===== src/rtl/encoding_scheduler.sv =====
// Frame-level scheduler for the encoding slot: checks frame alignment on the
// channel-interleaved acquisition stream, emits one channel per cycle, and
// requests an inference every FRAMES_PER_INF frames.
// It also arbitrates the slot's sample-memory port, handing it to the host
// only between frames.
`timescale 1ns/1ps

module encoding_scheduler #(
  parameter int unsigned CHANNELS       = 128,
  parameter int unsigned FRAMES_PER_INF = 16,
  localparam int unsigned AW = (CHANNELS > 1) ? $clog2(CHANNELS) : 1
) (
  input  logic          clk,
  input  logic          rst,
  input  logic          s_valid,
  input  logic          s_sof,
  input  logic [15:0]   s_data,
  output logic          s_ready,
  output logic          enc_en,
  output logic [15:0]   enc_data,
  output logic [AW-1:0] enc_chan,
  output logic          inf_start,
  input  logic          inference_done,
  input  logic          host_req,
  output logic          host_gnt,
  input  logic          host_wr,
  input  logic [AW-1:0] host_adr,
  input  logic [15:0]   host_dat,
  output logic          mem_rd_en,
  output logic          mem_wr_en,
  output logic [AW-1:0] mem_adr,
  output logic [15:0]   mem_dat,
  output logic          busy,
  output logic          sof_err
);

  localparam int unsigned FW = $clog2(FRAMES_PER_INF + 1) + 1;
  localparam logic [AW-1:0] LAST_CHAN = AW'(CHANNELS - 1);
  localparam logic [FW-1:0] LAST_FRAME = FW'(FRAMES_PER_INF - 1);

  typedef enum logic [1:0] {
    ST_IDLE     = 2'd0,
    ST_STREAM   = 2'd1,
    ST_WAIT_INF = 2'd2,
    ST_HOST     = 2'd3
  } state_e;

  state_e        state_q, state_d;
  logic [AW-1:0] chan_q, chan_d;
  logic [FW-1:0] frame_q, frame_d;
  logic          enc_en_q, enc_en_d;
  logic [15:0]   enc_data_q, enc_data_d;
  logic [AW-1:0] enc_chan_q, enc_chan_d;
  logic          inf_start_q, inf_start_d;
  logic          host_gnt_q, host_gnt_d;
  logic          busy_q, busy_d;
  logic          sof_err_q, sof_err_d;
  logic          alive_q;

  logic          hs;
  logic          emit;
  logic [AW-1:0] cur_chan;

  // Stream ready: IDLE yields to a host request; held low while in reset.
  assign s_ready = alive_q & (((state_q == ST_IDLE) & ~host_req) | (state_q == ST_STREAM));
  assign hs      = s_valid & s_ready;

  // Sample-memory port is a straight mux, only live while the host holds the grant.
  assign mem_rd_en = host_gnt_q & ~host_wr & host_req;
  assign mem_wr_en = host_gnt_q & host_wr & host_req;
  assign mem_adr   = host_gnt_q ? host_adr : '0;
  assign mem_dat   = host_gnt_q ? host_dat : '0;

  assign enc_en    = enc_en_q;
  assign enc_data  = enc_data_q;
  assign enc_chan  = enc_chan_q;
  assign inf_start = inf_start_q;
  assign host_gnt  = host_gnt_q;
  assign busy      = busy_q;
  assign sof_err   = sof_err_q;

  // State and output registers.
  always_ff @(posedge clk or negedge rst) begin
    if (!rst) begin
      state_q     <= ST_IDLE;
      chan_q      <= '0;
      frame_q     <= '0;
      enc_en_q    <= 1'b0;
      enc_data_q  <= '0;
      enc_chan_q  <= '0;
      inf_start_q <= 1'b0;
      host_gnt_q  <= 1'b0;
      busy_q      <= 1'b0;
      sof_err_q   <= 1'b0;
      alive_q     <= 1'b0;
    end else begin
      state_q     <= state_d;
      chan_q      <= chan_d;
      frame_q     <= frame_d;
      enc_en_q    <= enc_en_d;
      enc_data_q  <= enc_data_d;
      enc_chan_q  <= enc_chan_d;
      inf_start_q <= inf_start_d;
      host_gnt_q  <= host_gnt_d;
      busy_q      <= busy_d;
      sof_err_q   <= sof_err_d;
      alive_q     <= 1'b1;
    end
  end

  // Next-state, alignment checking, channel/frame counting and output staging.
  always_comb begin
    state_d     = state_q;
    chan_d      = chan_q;
    frame_d     = frame_q;
    enc_en_d    = 1'b0;
    enc_data_d  = enc_data_q;
    enc_chan_d  = enc_chan_q;
    inf_start_d = 1'b0;
    sof_err_d   = sof_err_q;
    emit        = 1'b0;
    cur_chan    = chan_q;

    unique case (state_q)
      ST_IDLE: begin
        if (host_req) begin
          state_d = ST_HOST;
        end else if (hs) begin
          if (s_sof) begin
            emit     = 1'b1;
            cur_chan = '0;
          end else begin
            // Sample outside any frame: drop it and flag misalignment.
            sof_err_d = 1'b1;
          end
        end
      end
      ST_STREAM: begin
        if (hs) begin
          emit = 1'b1;
          if (s_sof && (chan_q != '0)) begin
            // Early start-of-frame: abandon the partial frame and restart at channel 0.
            sof_err_d = 1'b1;
            cur_chan  = '0;
          end
        end
      end
      ST_WAIT_INF: begin
        // A done pulse coincident with our own request cannot belong to it.
        if (inference_done && !inf_start_q) begin
          state_d = ST_IDLE;
        end
      end
      ST_HOST: begin
        if (!host_req) begin
          state_d = ST_IDLE;
        end
      end
      default: state_d = ST_IDLE;
    endcase

    if (emit) begin
      enc_en_d   = 1'b1;
      enc_data_d = s_data;
      enc_chan_d = cur_chan;
      if (cur_chan == LAST_CHAN) begin
        chan_d = '0;
        if (frame_q == LAST_FRAME) begin
          frame_d     = '0;
          inf_start_d = 1'b1;
          state_d     = ST_WAIT_INF;
        end else begin
          frame_d = FW'(frame_q + FW'(1));
          state_d = ST_IDLE;
        end
      end else begin
        chan_d  = AW'(cur_chan + AW'(1));
        state_d = ST_STREAM;
      end
    end

    host_gnt_d = (state_d == ST_HOST);
    busy_d     = (state_d != ST_IDLE);
  end

endmodule


===== config.mk =====
export PLATFORM = sky130hd
export DESIGN_NAME = encoding_scheduler
export DESIGN_NICKNAME = d
export VERILOG_FILES = /design/src/rtl/encoding_scheduler.sv
export SDC_FILE = /design/constraint.sdc
export NUM_CORES = 1
export LEC_CHECK = 0
export CAP_MARGIN = 25
export CORE_MARGIN = 2
export CORE_UTILIZATION = 37
export DETAILED_ROUTE_END_ITERATION = 10
export HOLD_SLACK_MARGIN = 0.05
export PLACE_DENSITY = 0.79
export SKIP_LAST_GASP = 1
export SYNTH_ARGS = -nofsm -noshare
export SYNTH_HDL_FRONTEND = slang
export SYNTH_SLANG_ARGS = --single-unit

===== constraint.sdc =====
create_clock -name clk -period 2.2 [get_ports clk]
set_input_delay 0.44 -clock clk [delete_from_list [all_inputs] [get_ports clk]]
set_output_delay 0.44 -clock clk [all_outputs]
set_load 0.005 [all_outputs]

==> qor.yml <==
status:
  status: "complete, no violations"
sta:
  drv_slew: 0
  setup_viol: 0
  clock_skew_ns: 0.00666
  finalHoldViolCount: 0
  rsz0062_at_grt: "true"
  fin_crit_ns: 2.17
  finalCritPeriodShare_pct: 98.6
  maxClockFrequency_ghz: 0.461
  hold_slack_ns: 0.476
yosys:
  synthAdderAreaFrac_pct: 1.19
  synth_top_family_by_area: "simple AND/OR/NAND/NOR gates"
  ys_ff_latch: 44
  synthMuxAreaShare_pct: 1.07
  synthXorXnorAreaFrac_pct: 0.836
  yosysSeqAreaShare_pct: 52.5
  yosysTopAreaCell: "dfrtp_1"
  synth_area_leaders: "dfrtp_1 (53%), nand2_1 (12%), and2_1 (7.8%)"
  synth_top_cell_area_share_pct: 52.5
  yosys.cell_types.count: 41
  synthesis.nets: 274
  synth_compound_area_share_pct: 9.85
  postSynthAreaPerCell_um2: 9.27
  synth-simple-area-share_pct: 31.9
  yosys_warnings: 0
  synth_area_um2: 2100
  syn_inst: 226
grt:
  grt_pass1_wl_um: 8900
  grtUsageTotal_pct: 18.0
  grt_max_degree: 27
  grt_antenna_before_repair: 0
  grt_pass1_vias: 1988
  overflow: 0
layout:
  antenna_cells: 0
  final_nets: 391
  fin_util_pct: 62.1
  syn2layout_area_growth_pct: 62.1
  layout_commonest_cell: "clkdlybuf4s50_1"
  fillers: 507
  layout_common_cells: "clkdlybuf4s50_1 (94), nand2_1 (65), dfrtp_1 (43), and2_1 (24), buf_4 (16)"
  drive_gt1_share_pct: 12.2
setup_path:
  critPathKind: "in -> reg"
  crit_fanout: 4
  cp_data_required_time_ns: 2.37
  cp_data_arrival_time_ns: 2.34
  cp-end-kind: "register"
  startpoint_type: "input pin"
clock_network:
  post_cts_buffers: 0
  path_clk_slew_ns: 0.07
  cts_tree: "done"
  htreeDepth: 2
  cts_root_buffer: "clkbuf_8"
  cts_buffers: 5
  clockBufferDepth: 2
  cts_sinks: 44
  clk_latency_ns: 0.30
detailed_routing:
  drcViolationCount: 0
  wl_met2_um: 2510
  m1WireLength_um: 2160
  drt_iter0_markers: 78
  vias: 1999
  wire_per_inst_um: 12.7
  drtAntennaViolNets: 0
  drt-total-wl_um: 5270
  drt-vias-per-instance: 4.81
  wl_met3_um: 525
  top_layer: "met4"
  dr.pass1.iters: 4
floorplanning:
  die_area_um2: 6280
  dieWidth_um: 79.3
  rows: 27
  core-area_um2: 5470
  start_util_pct: 38.3
  ios: 100
  die_h_um: 79.3
placed_design:
  io_buffers: 99
  place_congestion: 0.797
  hpwl_um: 4160
pwr:
  powerDensity_nw_per_um2: 1010
  p_leak_nw: 1.52
  ir_drop_uv: 564
job:
  maxCapViolations: 0
worst_hold_path:
  hp-class: "reg -> reg"
==> metrics by stage <==
stage,setup TNS (ns),std cells,power [W],cell area (um2),setup WS (ns)
6_report,0,416,0.00342,3400,0.0308
5_1_grt,-0.0529,416,0.00369,3400,-0.0529
4_1_cts,0,416,0.00348,3390,0.0178
3_5_place_dp,-4.12,407,0.00294,3290,-0.531
3_3_place_gp,-3.78,407,0.00291,3290,-0.496
2_1_floorplan,-0.0498,226,0.00197,2120,-0.0498
==> worst max-delay path: stages <==
cell,delay [ns]
dlygate4sd2_1,0.25
and2b_1,0.17
or3_4,0.35
and2_4,0.16
ha_4,0.15
and3_4,0.19
nand4_4,0.07
nor2_2,0.05
or4_1,0.50
==> power breakdown <==
part	internal [W]	leakage, nW	switching, W
sequential	0.00111	0.525	0.000226
clock	0.000256	0.0455	0.000257
combinational	0.000987	0.950	0.000587
==> flip-flops by register name (all words and copies together), names as in the netlist <==
signal,cells
host_gnt,1
enc_data,16
state_q,2
frame_q,6
inf_start,1
enc_en,1
alive_q,1
busy,1
chan_q,7
sof_err,1
enc_chan,7
==> logic make-up (layout without fill, tap and decap cells) <==
family	Yosys count	count (layout)
other	1	1
buffers and inverters	13	131
AO/OA/AOI/OAI	32	32
XOR/XNOR	2	2
flip-flops	44	44
adder cells (fa/ha/maj)	2	2
multiplexers	2	2
AND/OR/NAND/NOR	130	130
==> synth_stat cells <==
master,n
o211ai_1,3
conb_1,1
o41ai_1,1
and3_4,1
and2_2,1
o211a_2,1
buf_2,1
a22oi_1,2
and3b_1,1
xnor2_1,2
a221oi_1,1
nor3_2,1
nor3b_1,1
nand2_1,65
a21oi_1,8
ha_1,2
inv_1,7
nand3_1,4
dfrtp_1,44
nand4_4,1
o21ai_2,1
o21bai_1,1
a22o_1,4
nor2b_1,1
and2_1,26
nor3_1,4
nand3b_1,1
mux2_2,2
or4_1,2
or3_2,1
or2b_1,1
or2_2,1
and3b_2,1
and4_2,1
and2b_1,1
nand4_1,2
clkbuf_1,5
nor2_1,6
o21ai_0,10
and3_1,2
or3_1,5
==> final timing paths <==
kind / slack (ns) / to / start / cells after the start
setup / recovery: 0.03 / busy / host_req / 9
hold / removal: 0.48 / enc_data[8] / enc_data[8] / 2
setup reg to reg: 0.05 / busy / state_q[0] / 8
hold reg to reg: 0.48 / enc_data[8] / enc_data[8] / 2
max in group asynchronous: 1.11 / enc_data[6] / rst / 3
min in group asynchronous: 0.54 / chan_q[5] / rst / 2
==> layer usage <==
layer | up-vias | global-route usage [%]
met2 | 82 | 31.9
met1 | 917 | 20.2
met4 | 0 | 6.21
met3 | 7 | 5.80
met5 | - | 0
li1 | 993 | -
==> what timing repair did <==
item,4_1_cts,5_1_grt
endpoints found under the setup margin,4,27
gates resized for setup,4,2
hold buffers,1,0
hold endpoints to repair,9,0
pin swaps,1,0
==> area by class of cell <==
cell class / count / area (um2) / share of cell area, %
repair buffers: 116 / 1110 / 32.8
inverters: 7 / 26.3 / 0.773
well taps: 72 / 90.1 / 2.65
multi-input cells: 169 / 975 / 28.7
clock buffers: 8 / 90.1 / 2.65
flip-flops and latches: 44 / 1100 / 32.4
No activity file was read; power rests on OpenSTA's default activity.
